<file path="src/rtl/ring_phase_monitor_pkg.sv">
// Shared FSM state and fault-code encodings for the ring phase monitor.
package ring_phase_pkg;

    localparam logic [1:0] ST_SYNC   = 2'd0;
    localparam logic [1:0] ST_TRACK  = 2'd1;
    localparam logic [1:0] ST_LOCKED = 2'd2;
    localparam logic [1:0] ST_FAULT  = 2'd3;

    localparam logic [1:0] ERR_NONE   = 2'b00;
    localparam logic [1:0] ERR_ONEHOT = 2'b01;
    localparam logic [1:0] ERR_ORDER  = 2'b10;

endpackage

</file>
<file path="src/rtl/ring_phase_monitor_if.sv">
// Sample input and phase/status output bundle of the ring phase monitor.
interface ring_phase_monitor_if #(
    parameter int N     = 4,
    parameter int REV_W = 8
);
    localparam int IW = (N > 1) ? $clog2(N) : 1;

    logic [N-1:0]     Q;
    logic             EN;
    logic [IW-1:0]    IDX;
    logic             VALID;
    logic             LOCKED;
    logic [REV_W-1:0] REV;
    logic             REV_PULSE;
    logic             ERR;
    logic [1:0]       ERR_CODE;

    modport master (
        output Q, EN,
        input  IDX, VALID, LOCKED, REV, REV_PULSE, ERR, ERR_CODE
    );

    modport slave (
        input  Q, EN,
        output IDX, VALID, LOCKED, REV, REV_PULSE, ERR, ERR_CODE
    );

endinterface

</file>
<file path="src/rtl/ring_phase_monitor_onehot_encode.sv">
// One-hot legality check and binary encoder; legal only when exactly one bit is set.
module onehot_encode #(
    parameter  int N  = 4,
    localparam int IW = (N > 1) ? $clog2(N) : 1
) (
    input  logic [N-1:0]  q_i,
    output logic          legal_o,
    output logic [IW-1:0] idx_o
);

    int ones;

    always_comb begin
        ones  = 0;
        idx_o = '0;
        for (int i = 0; i < N; i++) begin
            if (q_i[i]) begin
                ones  = ones + 1;
                idx_o = idx_o | IW'(i);
            end
        end
        legal_o = (ones == 1);
    end

endmodule

</file>
<file path="src/rtl/ring_phase_monitor.sv">
// Ring counter phase monitor: lock acquisition, phase index, revolution count, sticky fault.
// Optional FAULT->SYNC resync compiled in with RING_PHASE_MONITOR_AUTORESYNC_EN.
module ring_phase_monitor
    import ring_phase_pkg::*;
#(
    parameter int N        = 4,
    parameter int REV_W    = 8,
    parameter int LOCK_CNT = 4
) (
    input  logic CLK,
    input  logic RST,
    ring_phase_monitor_if.slave bus
);

    localparam int IW = (N > 1) ? $clog2(N) : 1;
    localparam int CW = $clog2(LOCK_CNT + 1);

    logic [1:0]       state_q, state_d;
    logic [IW-1:0]    prev_q, prev_d;
    logic [CW-1:0]    cnt_q, cnt_d;
    logic [IW-1:0]    idx_q, idx_d;
    logic             valid_q, valid_d;
    logic [REV_W-1:0] rev_q, rev_d;
    logic             pulse_q, pulse_d;
    logic             err_q, err_d;
    logic [1:0]       code_q, code_d;

    logic          legal;
    logic [IW-1:0] cur_idx;
    logic [IW-1:0] next_idx;
    logic          succ;
    logic          wrap;
    logic          hunt;
    logic [CW-1:0] run;

    onehot_encode #(.N(N)) u_enc (
        .q_i    (bus.Q),
        .legal_o(legal),
        .idx_o  (cur_idx)
    );

    assign next_idx = (prev_q == IW'(N - 1)) ? '0 : prev_q + 1'b1;
    assign succ     = legal && (cur_idx == next_idx);
    assign wrap     = (prev_q == IW'(N - 1)) && (cur_idx == '0);

    // With resync, a FAULT sample is treated exactly like a SYNC sample.
`ifdef RING_PHASE_MONITOR_AUTORESYNC_EN
    assign hunt = (state_q != ST_LOCKED);
`else
    assign hunt = (state_q == ST_SYNC) || (state_q == ST_TRACK);
`endif

    assign run = (state_q == ST_TRACK && succ) ? cnt_q + 1'b1 : CW'(1);

    always_comb begin
        state_d = state_q;
        prev_d  = prev_q;
        cnt_d   = cnt_q;
        idx_d   = idx_q;
        valid_d = valid_q;
        rev_d   = rev_q;
        pulse_d = 1'b0;
        err_d   = err_q;
        code_d  = code_q;
        if (bus.EN) begin
            if (state_q == ST_LOCKED) begin
                if (succ) begin
                    idx_d   = cur_idx;
                    prev_d  = cur_idx;
                    valid_d = 1'b1;
                    if (wrap) begin
                        rev_d   = rev_q + 1'b1;
                        pulse_d = 1'b1;
                    end
                end else begin
                    state_d = ST_FAULT;
                    valid_d = 1'b0;
                    err_d   = 1'b1;
                    if (!err_q)
                        code_d = legal ? ERR_ORDER : ERR_ONEHOT;
                end
            end else if (hunt) begin
                valid_d = 1'b0;
                if (!legal) begin
                    state_d = ST_SYNC;
                    cnt_d   = '0;
                end else begin
                    cnt_d  = run;
                    prev_d = cur_idx;
                    idx_d  = cur_idx;
                    if (run >= CW'(LOCK_CNT)) begin
                        state_d = ST_LOCKED;
                        valid_d = 1'b1;
                        rev_d   = '0;
                    end else begin
                        state_d = ST_TRACK;
                    end
                end
            end
        end
    end

    always_ff @(posedge CLK) begin
        if (RST) begin
            state_q <= ST_SYNC;
            prev_q  <= '0;
            cnt_q   <= '0;
            idx_q   <= '0;
            valid_q <= 1'b0;
            rev_q   <= '0;
            pulse_q <= 1'b0;
            err_q   <= 1'b0;
            code_q  <= ERR_NONE;
        end else begin
            state_q <= state_d;
            prev_q  <= prev_d;
            cnt_q   <= cnt_d;
            idx_q   <= idx_d;
            valid_q <= valid_d;
            rev_q   <= rev_d;
            pulse_q <= pulse_d;
            err_q   <= err_d;
            code_q  <= code_d;
        end
    end

    assign bus.IDX       = idx_q;
    assign bus.VALID     = valid_q;
    assign bus.LOCKED    = (state_q == ST_LOCKED);
    assign bus.REV       = rev_q;
    assign bus.REV_PULSE = pulse_q;
    assign bus.ERR       = err_q;
    assign bus.ERR_CODE  = code_q;

endmodule
</file>
<file path="src/flat_wrapper.sv">
// flat-port wrapper written by rule: the top's interface ports become plain ports
module ring_phase_monitor_flat import ring_phase_pkg::*;
#(
    parameter int N        = 4,
    parameter int REV_W    = 8,
    parameter int LOCK_CNT = 4
)
  (CLK, RST, bus_Q, bus_EN, bus_IDX, bus_VALID, bus_LOCKED, bus_REV, bus_REV_PULSE, bus_ERR, bus_ERR_CODE);
  ring_phase_monitor_if #(.N(N), .REV_W(REV_W)) bus_i ();
  input  logic CLK;
  input  logic RST;
  input wire logic [$bits(bus_i.Q)-1:0] bus_Q;
  input wire logic [$bits(bus_i.EN)-1:0] bus_EN;
  output wire logic [$bits(bus_i.IDX)-1:0] bus_IDX;
  output wire logic [$bits(bus_i.VALID)-1:0] bus_VALID;
  output wire logic [$bits(bus_i.LOCKED)-1:0] bus_LOCKED;
  output wire logic [$bits(bus_i.REV)-1:0] bus_REV;
  output wire logic [$bits(bus_i.REV_PULSE)-1:0] bus_REV_PULSE;
  output wire logic [$bits(bus_i.ERR)-1:0] bus_ERR;
  output wire logic [$bits(bus_i.ERR_CODE)-1:0] bus_ERR_CODE;
  assign bus_i.Q = bus_Q;
  assign bus_i.EN = bus_EN;
  assign bus_IDX = bus_i.IDX;
  assign bus_VALID = bus_i.VALID;
  assign bus_LOCKED = bus_i.LOCKED;
  assign bus_REV = bus_i.REV;
  assign bus_REV_PULSE = bus_i.REV_PULSE;
  assign bus_ERR = bus_i.ERR;
  assign bus_ERR_CODE = bus_i.ERR_CODE;
  ring_phase_monitor #(.N(N), .REV_W(REV_W), .LOCK_CNT(LOCK_CNT)) u_core (.CLK(CLK), .RST(RST), .bus(bus_i));
endmodule
</file>
<file path="config.mk">
export PLATFORM = sky130hd
export DESIGN_NAME = ring_phase_monitor_flat
export DESIGN_NICKNAME = d
export VERILOG_FILES = /design/src/rtl/ring_phase_monitor_pkg.sv /design/src/rtl/ring_phase_monitor_if.sv /design/src/rtl/ring_phase_monitor_onehot_encode.sv /design/src/rtl/ring_phase_monitor.sv /design/src/flat_wrapper.sv
export SDC_FILE = /design/constraint.sdc
export NUM_CORES = 1
export LEC_CHECK = 0
export BUFFER_PORTS_ARGS = -buffer_cell sky130_fd_sc_hd__buf_4
export CORE_ASPECT_RATIO = 1.25
export CORE_UTILIZATION = 45
export CTS_CLUSTER_DIAMETER = 60
export DETAILED_ROUTE_END_ITERATION = 12
export PLACE_DENSITY = 0.7
export SYNTH_ARGS = -nofsm -noshare
export SYNTH_HDL_FRONTEND = slang
export SYNTH_HIERARCHICAL = 1
export SYNTH_SLANG_ARGS = --single-unit
</file>
<file path="constraint.sdc">
create_clock -name CLK -period 3.65 [get_ports CLK]
set_clock_uncertainty 0.2 [all_clocks]
set_input_delay 0.365 -clock CLK [delete_from_list [all_inputs] [get_ports CLK]]
set_output_delay 0.365 -clock CLK [all_outputs]
set_load 0.03 [all_outputs]
</file>
Yosys cells after proc, flatten, opt, wreduce, memory -nomap -nowiden
Cells that the tools add are included.

word-level totals
  output and inout port bits = 16
  flip-flop bits (word level) = 20
  logic and storage cells = 76
  input bits = 7

operators by class
  bitwise logic cells = 4
  $add $sub $neg = 6
  $lt $le $gt $ge = 1
  multiplexer cells = 32
  eq/ne operators = 8
  reduce and logical (&&, ||, !) cells = 17

operators with widths
  cell                   number
  $mux 32                3
  $add 32x2->32 const B  2
  $mux 8                 6
  $eq 32x2->1 const B    1
  $mux 2                 13
  $reduce_and 3->1       3
  $add 8x1->8 const B    1
  $mux 1                 8
  $reduce_and 4->1       2
  $mux 3                 2
  $reduce_and 6->1       1
  $reduce_bool 2->1      3
  $eq 2x2->1 const B     2
  $logic_not 2->1        2
  $ne 2x1->1 const B     2
  $not 1->1              4
  $reduce_or 4->1        1
  $add 3x1->3 const B    1
  $ge 3x3->1 const B     1
  $logic_and 1x1->1      3
  $add 1x1->2 const B    1
  $add 2x1->2 const B    1
  $eq 2x1->1 const B     1
  $eq 2x2->1             1
  other kinds (3)        3

Depth between registers and ports, before layout
  depth in word-level cells = 16
  depth in mapped cells = 11

Hierarchy
Netlist, hierarchy kept.

modules (own cells, without submodules)
  module              area each (um2)  times used  cells each  sequential area each (um2)
  ring_phase_monitor  1,071.0          1           122         400.4
  onehot_encode       116.4            1           15          0.0

Least setup slack after synthesis
No wires, ideal clock.

  kind = input to register
  from = input bus_Q[0]
  to = register u_core.rev_q[2] (netlist: u_core/bus.REV[2])
  path buffers = 0
  setup slack = 801 ps
  arrival time = 2,517 ps
  stages = 10
  cell sequence = inv_1 > ha_1 > xnor2_1 > inv_1 > ha_1 > nand3b_1 > o32ai_2 > or4b_4 > o31ai_1 > a21oi_1

between the ends
  cells in the longest elaborated chain, start to end = 14
  elaborated cells between the ends (all ways) = 16
  classes of those cells = add/sub: 3; order compare: 1; eq/ne: 2; mux: 5; reduce/logical: 5

RTL lines
  what                                 RTL line                                RTL
  from (decl)                          flat_wrapper.sv:12                      input wire logic [$bits(bus_i.Q)-1:0] bus_Q;
  $mux 1 *                             ring_phase_monitor_onehot_encode.sv:17  if (q_i[i]) begin
  $add 1x1->2                          ring_phase_monitor_onehot_encode.sv:18  ones = ones + 1;
  $mux 32 *                            ring_phase_monitor_onehot_encode.sv:17
  $add 32x2->32                        ring_phase_monitor_onehot_encode.sv:18
  $mux 32 *                            ring_phase_monitor_onehot_encode.sv:17
  $add 32x2->32                        ring_phase_monitor_onehot_encode.sv:18
  $mux 32 *                            ring_phase_monitor_onehot_encode.sv:17
  $eq 32x2->1 *                        ring_phase_monitor_onehot_encode.sv:22  legal_o = (ones == 1);
  via u_core.legal                     ring_phase_monitor.sv:28                logic legal;
  $logic_and 1x1->1                    ring_phase_monitor.sv:43                assign succ = legal && (cur_idx == next_idx);
  $logic_and 1x1->1                    ring_phase_monitor.sv:53                assign run = (state_q == ST_TRACK && succ) ? cnt_q + 1'b1 : CW'(1);
  $mux 3                               ring_phase_monitor.sv:53
  $ge 3x3->1                           ring_phase_monitor.sv:91                if (run >= CW'(LOCK_CNT)) begin
  $reduce_bool 2->1 (no source line)   -
  $reduce_and 6->1 (no source line) *  -
  to (signal assigned)                 ring_phase_monitor.sv:120               rev_q <= rev_d;
  to (decl)                            ring_phase_monitor.sv:23                logic [REV_W-1:0] rev_q, rev_d;

Mark *: on every way through the listed nets, which the timed path passes. The rest lies on a longest branch.
A chain may end at the register's enable or synchronous reset.

Worst setup path in the final report
  from = input bus_Q[0]
  to = register u_core.rev_q[6] (netlist: u_core/bus.REV[6])

Same word-level chain as after synthesis.

==> flow_summary.yaml <==
critical_path:
  max_stage_delay_ns: 0.53
  end_kind: "flop"
  reg2regPathDepth: 5
  worst-path-buf-inv: 3
  timing.rr.end: "u_core/bus.REV[6]"
  worstSetupPathDepth: 11
  cpLargestDelayFamily: "simple AND/OR/NAND/NOR gates"
  ff2ff_setup_slack_ns: 1.49
  crit_arrival_ns: 2.85
  cp_max_fo: 10
  setup.worst_path.start_class: "primary input"
  path_cells: "buf_4 > inv_1 > ha_1 > xnor2_1 > inv_1 > ha_1 > nand3b_1 > o32ai_2 > and4b_1 > nand4_1 > a221oi_1"
  path_class: "in -> reg"
  r2r_start: "u_core/bus.IDX[0]"
  cp.required_ns: 3.66
  critical-path-slowest-cell: "and4b_1"
synthesis:
  syn_area_mm2: 0.00119
  ys_seq_elements: 20
  synth.avg_cell_area_um2: 8.67
  synth_edf_count: 0
  ys_warn_count: 6
  synth.distinct_cells: 44
  synth_top_area_cell: "dfxtp_1"
  synthCells: 137
  ys_top_cells_by_area: "dfxtp_1, ha_1, nand2b_1, a21oi_1, nand2_1"
  yosysSeqAreaShare_pct: 33.7
  synth_flop_cell: "dfxtp_1"
  syn-num-nets: 150
  synth_top_area_share_pct: 33.7
  async_reset_ff_share_pct: 0
sta:
  rsz0062_at_grt: "false"
  hold_viol: 0
  setup_viol: 0
  maxSlewViolCount: 0
  layout_min_cycle_time_ns: 2.85
  setup_ws_ns: 0.805
  fmax_mhz: 351
  fin_setup_tns_ns: 0
  worst_slew_pin_slew_ns: 0.595
  slew_headroom_pct: 60.2
  fin_crit_sh_pct: 78.0
power:
  p_per_area_mw_per_mm2: 286
  static-leakage-power_uw: 0.000535
  ir_drop_mv: 0.158
routing:
  post_drt_wl_per_cell_um: 13.0
  drtIter0Drc: 15
  drtAntennaViolNets: 0
  via_per_inst: 5.76
  drcViolationCount: 0
  wl_um: 2460
  firstDrtPassIters: 4
  vias: 1089
die:
  core-area_mm2: 0.00248
  fp-row-count: 20
  dieArea_mm2: 0.00285
  initial_core_util_pct: 47.9
  io_pins: 23
  die_h_um: 59.4
  die_w_um: 47.9
global_route:
  antenna_found_initial: 0
  grt_usage_pct: 19.5
  grt-ovfl-total: 0
  grt_pass1_vias: 985
  grt_pass1_wl_um: 4020
  grt_max_degree: 25
cts:
  cts_root_buf: "clkbuf_4"
  cts_sinks: 20
  cts_resized: 0
  cts_hold_buf: 0
  cts_buffers: 3
  cts_tree: "done"
  clkLatencyLatePin_ns: 0.29
  htree_levels: 1
  clockBufferDepth: 2
  clk_pin_slew_worst_paths_ns: 0.11
  postCtsSetupBuffers: 0
layout:
  drive_gt1_share_pct: 21.8
  diodes: 0
  finalCoreUtilization_pct: 56.0
  finalNonFillerCells: 189
  fin_nets: 171
  area_growth_pct: 16.8
run:
  maxCapViolCount: 0
place:
  dp_cells: 186
  io_buffers: 22
  pre_cts_slack_ns: 0.486
  place.gp.congestion: 0.793
  place_hpwl_um: 1800
run_status:
  status: "finished, final reports clean"
hold_path:
  hold_depth: 2
  min_to: "u_core/cnt_q[1]"
  hp-start: "RST"
  hold_class: "in -> reg"
-- Yosys cell counts, types with 3 or more instances --
cell type	count
inv_1	5
nor2b_1	3
a311oi_1	3
o21ai_0	6
nand2b_1	9
nand3_1	4
a21oi_1	11
dfxtp_1	20
nor2_1	7
ha_1	6
mux2i_1	3
a211oi_1	3
nand3b_1	4
nand2_1	10
-- layout by cell type, fill, tap and decap left out, types with 3 or more instances in the layout --
cell type / count
nand2b_1: 9
clkbuf_4: 3
a211oi_1: 3
a21oi_1: 11
nor2b_1: 3
inv_1: 5
nand3_1: 4
nor2_1: 7
nand3b_1: 4
nand2_1: 10
a311oi_1: 3
o21ai_0: 6
buf_4: 22
mux2i_1: 3
ha_1: 6
dfxtp_1: 20
-- cell type report --
type	instances	area, um2
Timing Repair Buffer	22	165
Clock buffer	3	22.5
Tap cell	33	41.3
Fill cell	232	1090
Multi-Input combinational cell	105	734
Inverter	6	22.5
Sequential cell	20	400
-- routing by layer --
layer | up-vias | track usage, % | routed length, um
li1 | 545 | - | -
met1 | 509 | 23.3 | 1130
met2 | 33 | 32.2 | 1210
met3 | 2 | 2.44 | 95
met4 | 0 | 10.7 | 24
met5 | - | 0 | 0
-- through the flow --
| stage | power (uW) | instance area [um2] | hold slack (ns) |
|---|---|---|---|
| final | 396 | 1390 | 0.192 |
| after global routing | 415 | 1390 | 0.206 |
| after CTS | 404 | 1390 | 0.187 |
| after detailed placement | 300 | 1360 | 0.257 |
| after global placement | 298 | 1360 | 0.245 |
| after floorplan | 282 | 1190 | 0.236 |
-- logic make-up (layout without fill, tap and decap cells) --
| family | Yosys count | after routing | synth area share [%] |
|---|---|---|---|
| buf+inv | 12 | 31 | 4.43 |
| flops | 20 | 20 | 33.7 |
| xor+xnor | 4 | 4 | 2.95 |
| mux | 3 | 3 | 2.53 |
| compound gates | 36 | 36 | 21.0 |
| fa+ha+maj | 6 | 6 | 6.32 |
| simple gates | 56 | 56 | 29.1 |
-- worst register-to-register path: cells and delay by family, from the launching register on --
kind / cells / cell delay (ns)
AOI/OAI and AO/OA: 1 / 0.29
adders and majority gates: 1 / 0.21
DFF: 1 / 0.42
and+or+nand+nor: 3 / 0.95
-- worst max path at each step --
stage / to / start
after floorplan: u_core/bus.REV[2] / bus_Q[0]
after global placement: u_core/bus.REV[6] / bus_Q[0]
after detailed placement: u_core/bus.REV[6] / bus_Q[0]
after CTS: u_core/bus.REV[6] / bus_Q[0]
after global routing: u_core/bus.REV[2] / bus_Q[0]
final: u_core/bus.REV[6] / bus_Q[0]
-- power breakdown --
group / internal [uW] / switching (uW) / total [uW] / leakage [uW]
sequential: 222 / 4.58 / 226 / 0.000162
combinational: 30.3 / 38.4 / 68.7 / 0.000360
clock: 38.4 / 62.9 / 101 / 0.0000138
total: 290 / 106 / 396 / 0.000535
-- flip-flops by register name, summed over array words and instances, names as in the netlist --
signal	cells
u_core/bus.ERR	1
u_core/state_q	2
u_core/bus.IDX	2
u_core/bus.VALID	1
u_core/cnt_q	3
u_core/bus.REV_PULSE	1
u_core/bus.ERR_CODE	2
u_core/bus.REV	8
No activity file was read; power rests on OpenSTA's default activity.
